--- src/rtl/nibble_serial_addsub_ctrl.sv ---
// Serial WIDTH-bit add/subtract controller: one shared SLICE-bit adder is reused once per
// slice, LSB slice first, with the inter-slice carry held in a register.
module nibble_serial_addsub_ctrl #(
    parameter int unsigned WIDTH = 16,
    parameter int unsigned SLICE = 4
) (
    input  logic             clk,
    input  logic             rst,
    input  logic             in_valid,
    output logic             in_ready,
    input  logic             op,
    input  logic [WIDTH-1:0] A,
    input  logic [WIDTH-1:0] B,
    output logic             out_valid,
    input  logic             out_ready,
    output logic [WIDTH-1:0] D,
    output logic             C_out,
    output logic             busy
);

    localparam int unsigned NSLICE = WIDTH / SLICE;
    localparam int unsigned CW     = (NSLICE > 1) ? $clog2(NSLICE) : 1;

    typedef enum logic [1:0] {StIdle, StCalc, StDone} state_e;

    state_e           state_q, state_d;
    logic [CW-1:0]    cnt_q, cnt_d;
    logic [WIDTH-1:0] opa_q, opa_d;
    logic [WIDTH-1:0] opb_q, opb_d;
    logic             carry_q, carry_d;
    logic [WIDTH-1:0] d_q, d_d;
    logic             c_out_q, c_out_d;

    logic [SLICE-1:0] a_slice, b_slice, slice_sum;
    logic             slice_co;
    logic             last_slice;

    // The single shared adder slice.
    assign a_slice                = opa_q[cnt_q*SLICE +: SLICE];
    assign b_slice                = opb_q[cnt_q*SLICE +: SLICE];
    assign {slice_co, slice_sum}  = {1'b0, a_slice} + {1'b0, b_slice}
                                  + {{SLICE{1'b0}}, carry_q};
    assign last_slice             = (cnt_q == CW'(NSLICE - 1));

    always_comb begin
        state_d = state_q;
        cnt_d   = cnt_q;
        opa_d   = opa_q;
        opb_d   = opb_q;
        carry_d = carry_q;
        d_d     = d_q;
        c_out_d = c_out_q;
        unique case (state_q)
            StIdle: begin
                if (in_valid) begin
                    // Subtraction as A + ~B + 1: invert B once here, force carry-in.
                    opa_d   = A;
                    opb_d   = op ? ~B : B;
                    carry_d = op;
                    cnt_d   = '0;
                    d_d     = '0;
                    state_d = StCalc;
                end
            end
            StCalc: begin
                d_d[cnt_q*SLICE +: SLICE] = slice_sum;
                carry_d                   = slice_co;
                if (last_slice) begin
                    c_out_d = slice_co;
                    cnt_d   = '0;
                    state_d = StDone;
                end else begin
                    cnt_d = cnt_q + CW'(1);
                end
            end
            StDone: begin
                if (out_ready) begin
                    state_d = StIdle;
                end
            end
            default: state_d = StIdle;
        endcase
    end

    always_ff @(posedge clk) begin
        if (rst) begin
            state_q <= StIdle;
            cnt_q   <= '0;
            opa_q   <= '0;
            opb_q   <= '0;
            carry_q <= 1'b0;
            d_q     <= '0;
            c_out_q <= 1'b0;
        end else begin
            state_q <= state_d;
            cnt_q   <= cnt_d;
            opa_q   <= opa_d;
            opb_q   <= opb_d;
            carry_q <= carry_d;
            d_q     <= d_d;
            c_out_q <= c_out_d;
        end
    end

    assign in_ready  = (state_q == StIdle);
    assign out_valid = (state_q == StDone);
    assign busy      = (state_q != StIdle);
    assign D         = d_q;
    assign C_out     = c_out_q;

endmodule

--- config.mk ---
export PLATFORM = sky130hd
export DESIGN_NAME = nibble_serial_addsub_ctrl
export DESIGN_NICKNAME = d
export VERILOG_FILES = /design/src/rtl/nibble_serial_addsub_ctrl.sv
export SDC_FILE = /design/constraint.sdc
export NUM_CORES = 1
export LEC_CHECK = 0
export BUFFER_PORTS_ARGS = -buffer_cell sky130_fd_sc_hd__buf_4
export CELL_PAD_IN_SITES_DETAIL_PLACEMENT = 0
export CELL_PAD_IN_SITES_GLOBAL_PLACEMENT = 1
export CORE_MARGIN = 8
export CORE_UTILIZATION = 35
export CTS_BUF_LIST = sky130_fd_sc_hd__clkbuf_2 sky130_fd_sc_hd__clkbuf_4 sky130_fd_sc_hd__clkbuf_8
export DETAILED_ROUTE_END_ITERATION = 10
export HOLD_SLACK_MARGIN = 0.03
export PLACE_DENSITY = 0.79
export SLEW_MARGIN = 10
export SYNTH_ARGS = -nofsm -noshare
export SYNTH_HDL_FRONTEND = slang
export SYNTH_SLANG_ARGS = --single-unit
--- constraint.sdc ---
create_clock -name clk -period 2.9 [get_ports clk]
set_input_delay 0.29 -clock clk [delete_from_list [all_inputs] [get_ports clk]]
set_output_delay 0.29 -clock clk [all_outputs]
set_load 0.05 [all_outputs]
* Yosys cells after proc, flatten, opt, wreduce, memory -nomap -nowiden
Cells that the tools add are included.
Word-level totals: bits in registers 54, latch bits 0, RAM bits 0, memory bits (read-only) 0, input bits 37, output and inout bits 20, word-level logic and storage cells 42, memories kept 0
Operators by class: add/sub/neg operators 4, multipliers 0, divide/modulo/power cells 0, magnitude comparators 0, equal/unequal tests 6, shift operators 4, muxes and demuxes 13, bitwise logic cells 1, reduce and logical (&&, ||, !) cells 7
Operators by type and width (count):
- $neg 4->34 | 1
- $shift 4x34->16 const A | 1
- $shiftx 4x34->16 | 1
- $mux 16 | 2
- $pmux 16 s2 | 1
- $shiftx 16x5->4 | 2
- $bwmux 16 | 1
- $not 16->16 | 1
- $mux 2 | 5
- $pmux 2 s3 | 1
- $reduce_and 2->1 | 3
- $add 4x4->5 | 1
- $add 5x1->5 | 1
- $eq 2x2->1 const B | 2
- $ne 2x2->1 const B | 2
- $pmux 2 s2 | 1
- $reduce_bool 2->1 | 2
- $reduce_and 3->1 | 1
- $add 2x1->2 const B | 1
- $eq 2x1->1 const B | 1
- $logic_not 2->1 | 1
- $ne 2x1->1 const B | 1
- $pmux 1 s2 | 1
- $mux 1 | 1

* Depth between registers and ports, before layout
word-level depth 6, mapped depth 8, gate-level depth less buffers 7

* Worst setup path after synthesis
OpenSTA, ideal clock, no wires.
path kind register to register, from register cnt_q[0], to register carry_q, setup time 0.139 ns, arrival time 2.599 ns, data required time 2.761 ns, setup slack 0.163 ns, cell stages (with the launch flop) 9, buffers on the path 1, clock period less this slack 2.737 ns, cell sequence dfxtp_1 > buf_4 > mux4_2 > fa_1 > fa_1 > a21o_1 > a21oi_1 > nand2b_1 > a31oi_1
On the way: cells in the longest elaborated chain, start to end 4, elaborated cells on any way between the ends 5, classes of those cells add/sub: 2; shift: 2; mux: 1
RTL lines:
- from (decl) | line 27 | logic [CW-1:0] cnt_q, cnt_d;
- from (signal assigned) | line 96 | cnt_q <= cnt_d;
- $shiftx 16x5->4, on equally long branches | line 39, 40
- $add 4x4->5 * | line 41 | assign {slice_co, slice_sum} = {1'b0, a_slice} + {1'b0, b_slice}
- $add 5x1->5 * | line 42 | + {{SLICE{1'b0}}, carry_q};
- $pmux 1 s2 * | line 53 | unique case (state_q)
- to (signal assigned) | line 99 | carry_q <= carry_d;
- to (decl) | line 30 | logic carry_q, carry_d;
Mark *: on every way between the ends. The rest lies on a longest branch, timed or not. A chain may end at the register's enable or synchronous reset.

* Worst setup path after layout
Ends and elaborated chain as after synthesis.

==> flow_summary_export.csv <==
group,metric,value,unit
run_status,status,"finished, final reports clean",
timing,fin_worst_skew,0.00331,ns
cells_and_area,diodes,0,
power_and_ir_drop,p_leak,0.00127,uW
routing,first_pass_iters,4,
cells_and_area,multi_input_area,1390,sq um
cells_and_area,final_nets,359,
placed_design,placed_area,3050,sq um
setup_path,crit_chain,"mux4_2, fa_1, fa_1, a21o_1, a21oi_1, nand2b_1, a31oi_1",
setup_path,critPathMaxStageDelay,0.54,ns
synth,seq_area_frac_synth,41.4,%
setup_path,endpoint_kind,"register",
clock_tree,clock_sinks,54,
setup_path,r2r-start,"cnt_q[0]$_SDFFE_PP0P_",
clock_tree,cts_max_path_buffers,2,
synth,synth.cell_area,2610,sq um
hold_path,whs_path_depth,3,
setup_path,critical_path_peak_fanout,4,
floorplan,die_area,10500,sq um
clock_tree,cts_resized,0,
placed_design,place_congestion,0.781,
synth,netlist_instances,266,
setup_path,reg2regPathDepth,7,
synth,ys.warnings.count,0,
placed_design,port_buffers,56,
setup_path,regToRegEndpoint,"carry_q$_SDFFE_PP0P_",
synth,synth_xor_area_share,5.71,%
cells_and_area,area_growth,20.4,%
grt,groute.usage.overall,11.9,%
synth,synth_top_family_by_area,"compound AO/OA/AOI/OAI gates",
placed_design,pre_cts_ws,0.377,ns
setup_path,cp_data_required_time,3.07,ns
routing,ant_nets,0,
floorplan,start_util,36.0,%
grt,grt_max_degree,55,
routing,route.detailed.drc,0,
grt,grt_pass1_wl,9790,um
synth,yosysUniqueCellTypes,39,
hold_path,hp-start,"A[1]",
timing,drv_slew,0,
synth,synth_compound_gate_area_share,18.4,%
run,maxCapViolations,0,
power_and_ir_drop,power_density,498,nW/um^2
synth,synth_ff_type,"dfxtp_1",
synth,synth-simple-area-share,17.2,%
synth,synth.most_common_cell,"dfxtp_1",
synth,synth-seq-cells,54,
cells_and_area,fill_cells,730,
power_and_ir_drop,power,1570,uW
routing,vias,2016,
clock_tree,cts_root_buf,"clkbuf_8",
timing,setup_slack,0.351,ns
power_and_ir_drop,max-vdd-ir-drop,0.176,mV
clock_tree,clkTransAtPathRegs,0.10,ns
synth,synth_top_area_share,41.4,%
setup_path,crit_type,"reg -> reg",
clock_tree,cts_max_level,2,
hold_path,hp-class,"in -> reg",
floorplan,die_x,102,um
timing,rsz0062_at_grt,"false",
synth,avgSynthCellArea,9.81,sq um
floorplan,num_rows,31,
routing,viasPerCell,4.88,
routing,wl,5950,um
clock_tree,cts_tree,"done",
setup_path,crit_slowest_cell,"mux4_2",
grt,grt_overflow,0,
synth,synthAdderAreaFrac,4.89,%
hold_path,hold-path-endpoint,"opa_q[1]$_SDFFE_PP0P_",
setup_path,arrival,2.72,ns
routing,wl_per_cell,14.4,um
timing,setup_violations,0,
timing,finalCritPeriodShare,87.9,%
floorplan,die_h,102,um
clock_tree,hold_buffers,0,
timing,relSlewSlack,59.2,%
placed_design,dp.final_hpwl,4350,um
synth,synth_common_cells,"54 x dfxtp_1, 39 x nand2_1, 33 x nor2_1",
timing,hold_viol,0,
setup_path,cpMostUsedCell,"fa_1",
clock_tree,post_cts_buffers,0,
synth,synth_nets,312,
timing,setup_tns,0,ns
cells_and_area,stdcell_area,3140,sq um
cells_and_area,regArea,1080,sq um
synth,yosysTopAreaCell,"dfxtp_1",
timing,max_freq,392,MHz
synth,synthMuxAreaShare,7.05,%
synth,async_reset_ff_share,0,%
grt,antenna_found_initial,0,
clock_tree,cts_buffers,5,
synth,synthTopCellsByArea,"dfxtp_1 41%, mux4_2 6.0%, nand2_1 5.6%, xnor2_1 5.4%, a211oi_2 4.8%",
setup_path,r2r_slack,0.35,ns
grt,grt_pass1_vias,2045,
routing,drtIter0Drc,110,
timing,post-route-min-period,2.55,ns
floorplan,coreArea,7250,sq um
setup_path,startpoint_type,"register",
floorplan,io_pins,57,
synth,synth-edff-count,0,
timing,worstMarginPinSlew,0.613,ns
clock_tree,clk_latency,0.30,ns
cells_and_area,drive_gt1_share,29.6,%
layout by cell type (no fill, tap or decap), types with 6 or more instances in the layout:
cell type,Yosys,routed
a22oi_1,13,13
buf_4,3,59
nand2_1,39,39
mux4_2,7,7
xnor2_1,16,16
a21oi_1,20,20
nor2_1,33,33
a211oi_2,10,10
a211oi_1,7,7
dfxtp_1,54,54
a21o_1,6,6
ha_1,7,7
sequential cells by signal (all words and copies together) (netlist names):
name and count:
D 16, opa_q 16, opb_q 16, cnt_q 2
state_q 2, C_out 1, carry_q 1
how the worst max path moves through the flow:
stage	cells after the start	to	start	slack, ns
after floorplan	8	carry_q$_SDFFE_PP0P_	cnt_q[0]$_SDFFE_PP0P_	0.16
after global placement	7	carry_q$_SDFFE_PP0P_	cnt_q[0]$_SDFFE_PP0P_	0.43
after detailed placement	7	carry_q$_SDFFE_PP0P_	cnt_q[0]$_SDFFE_PP0P_	0.38
after CTS	7	carry_q$_SDFFE_PP0P_	cnt_q[0]$_SDFFE_PP0P_	0.37
after global routing	6	D[10]$_SDFFE_PP0P_	cnt_q[0]$_SDFFE_PP0P_	0.26
final	7	carry_q$_SDFFE_PP0P_	cnt_q[0]$_SDFFE_PP0P_	0.35
layer usage:
metal	vias up	wire, um	global-route usage, %
li1	1021	-	-
met3	5	350	3.00
met5	-	0	0
met1	946	2700	14.2
met2	44	2820	19.5
met4	0	77	5.30
worst max-delay path: cells and delay by family, from the launching register on:
kind	cells	cell delay, ns
fa+ha+maj	2	0.87
flops	1	0.42
mux	1	0.54
compound gates	3	0.46
simple gates	1	0.13
through the flow:
step	hold WS, ns	cells	utilization [%]
after floorplan	0.426	266	-
after global placement	0.442	405	42.1
after detailed placement	0.445	405	42.1
after CTS	0.218	413	43.3
after global routing	0.216	413	43.3
final	0.227	413	43.3
layout make-up:
type	instances	share of cell area (%)
clock buffers	6	2.43
inverters	4	0.478
multi-input cells	189	44.2
clock inverters	2	0.438
repair buffers	59	14.1
flip-flops and latches	54	34.4
well taps	99	3.94
cells by family (layout without fill, tap and decap cells):
kind of cell | after synthesis | count (layout)
flops | 54 | 54
xor+xnor | 17 | 17
fa+ha+maj | 9 | 9
mux | 8 | 8
compound gates | 63 | 63
buf+inv | 23 | 71
simple gates | 92 | 92
power by group:
group          total [uW]  internal, uW  switching, uW
Combinational         328           146            183
Sequential            810           783           27.2
Clock                 427           181            246
Note: power is estimated with default switching activity, not from simulation.
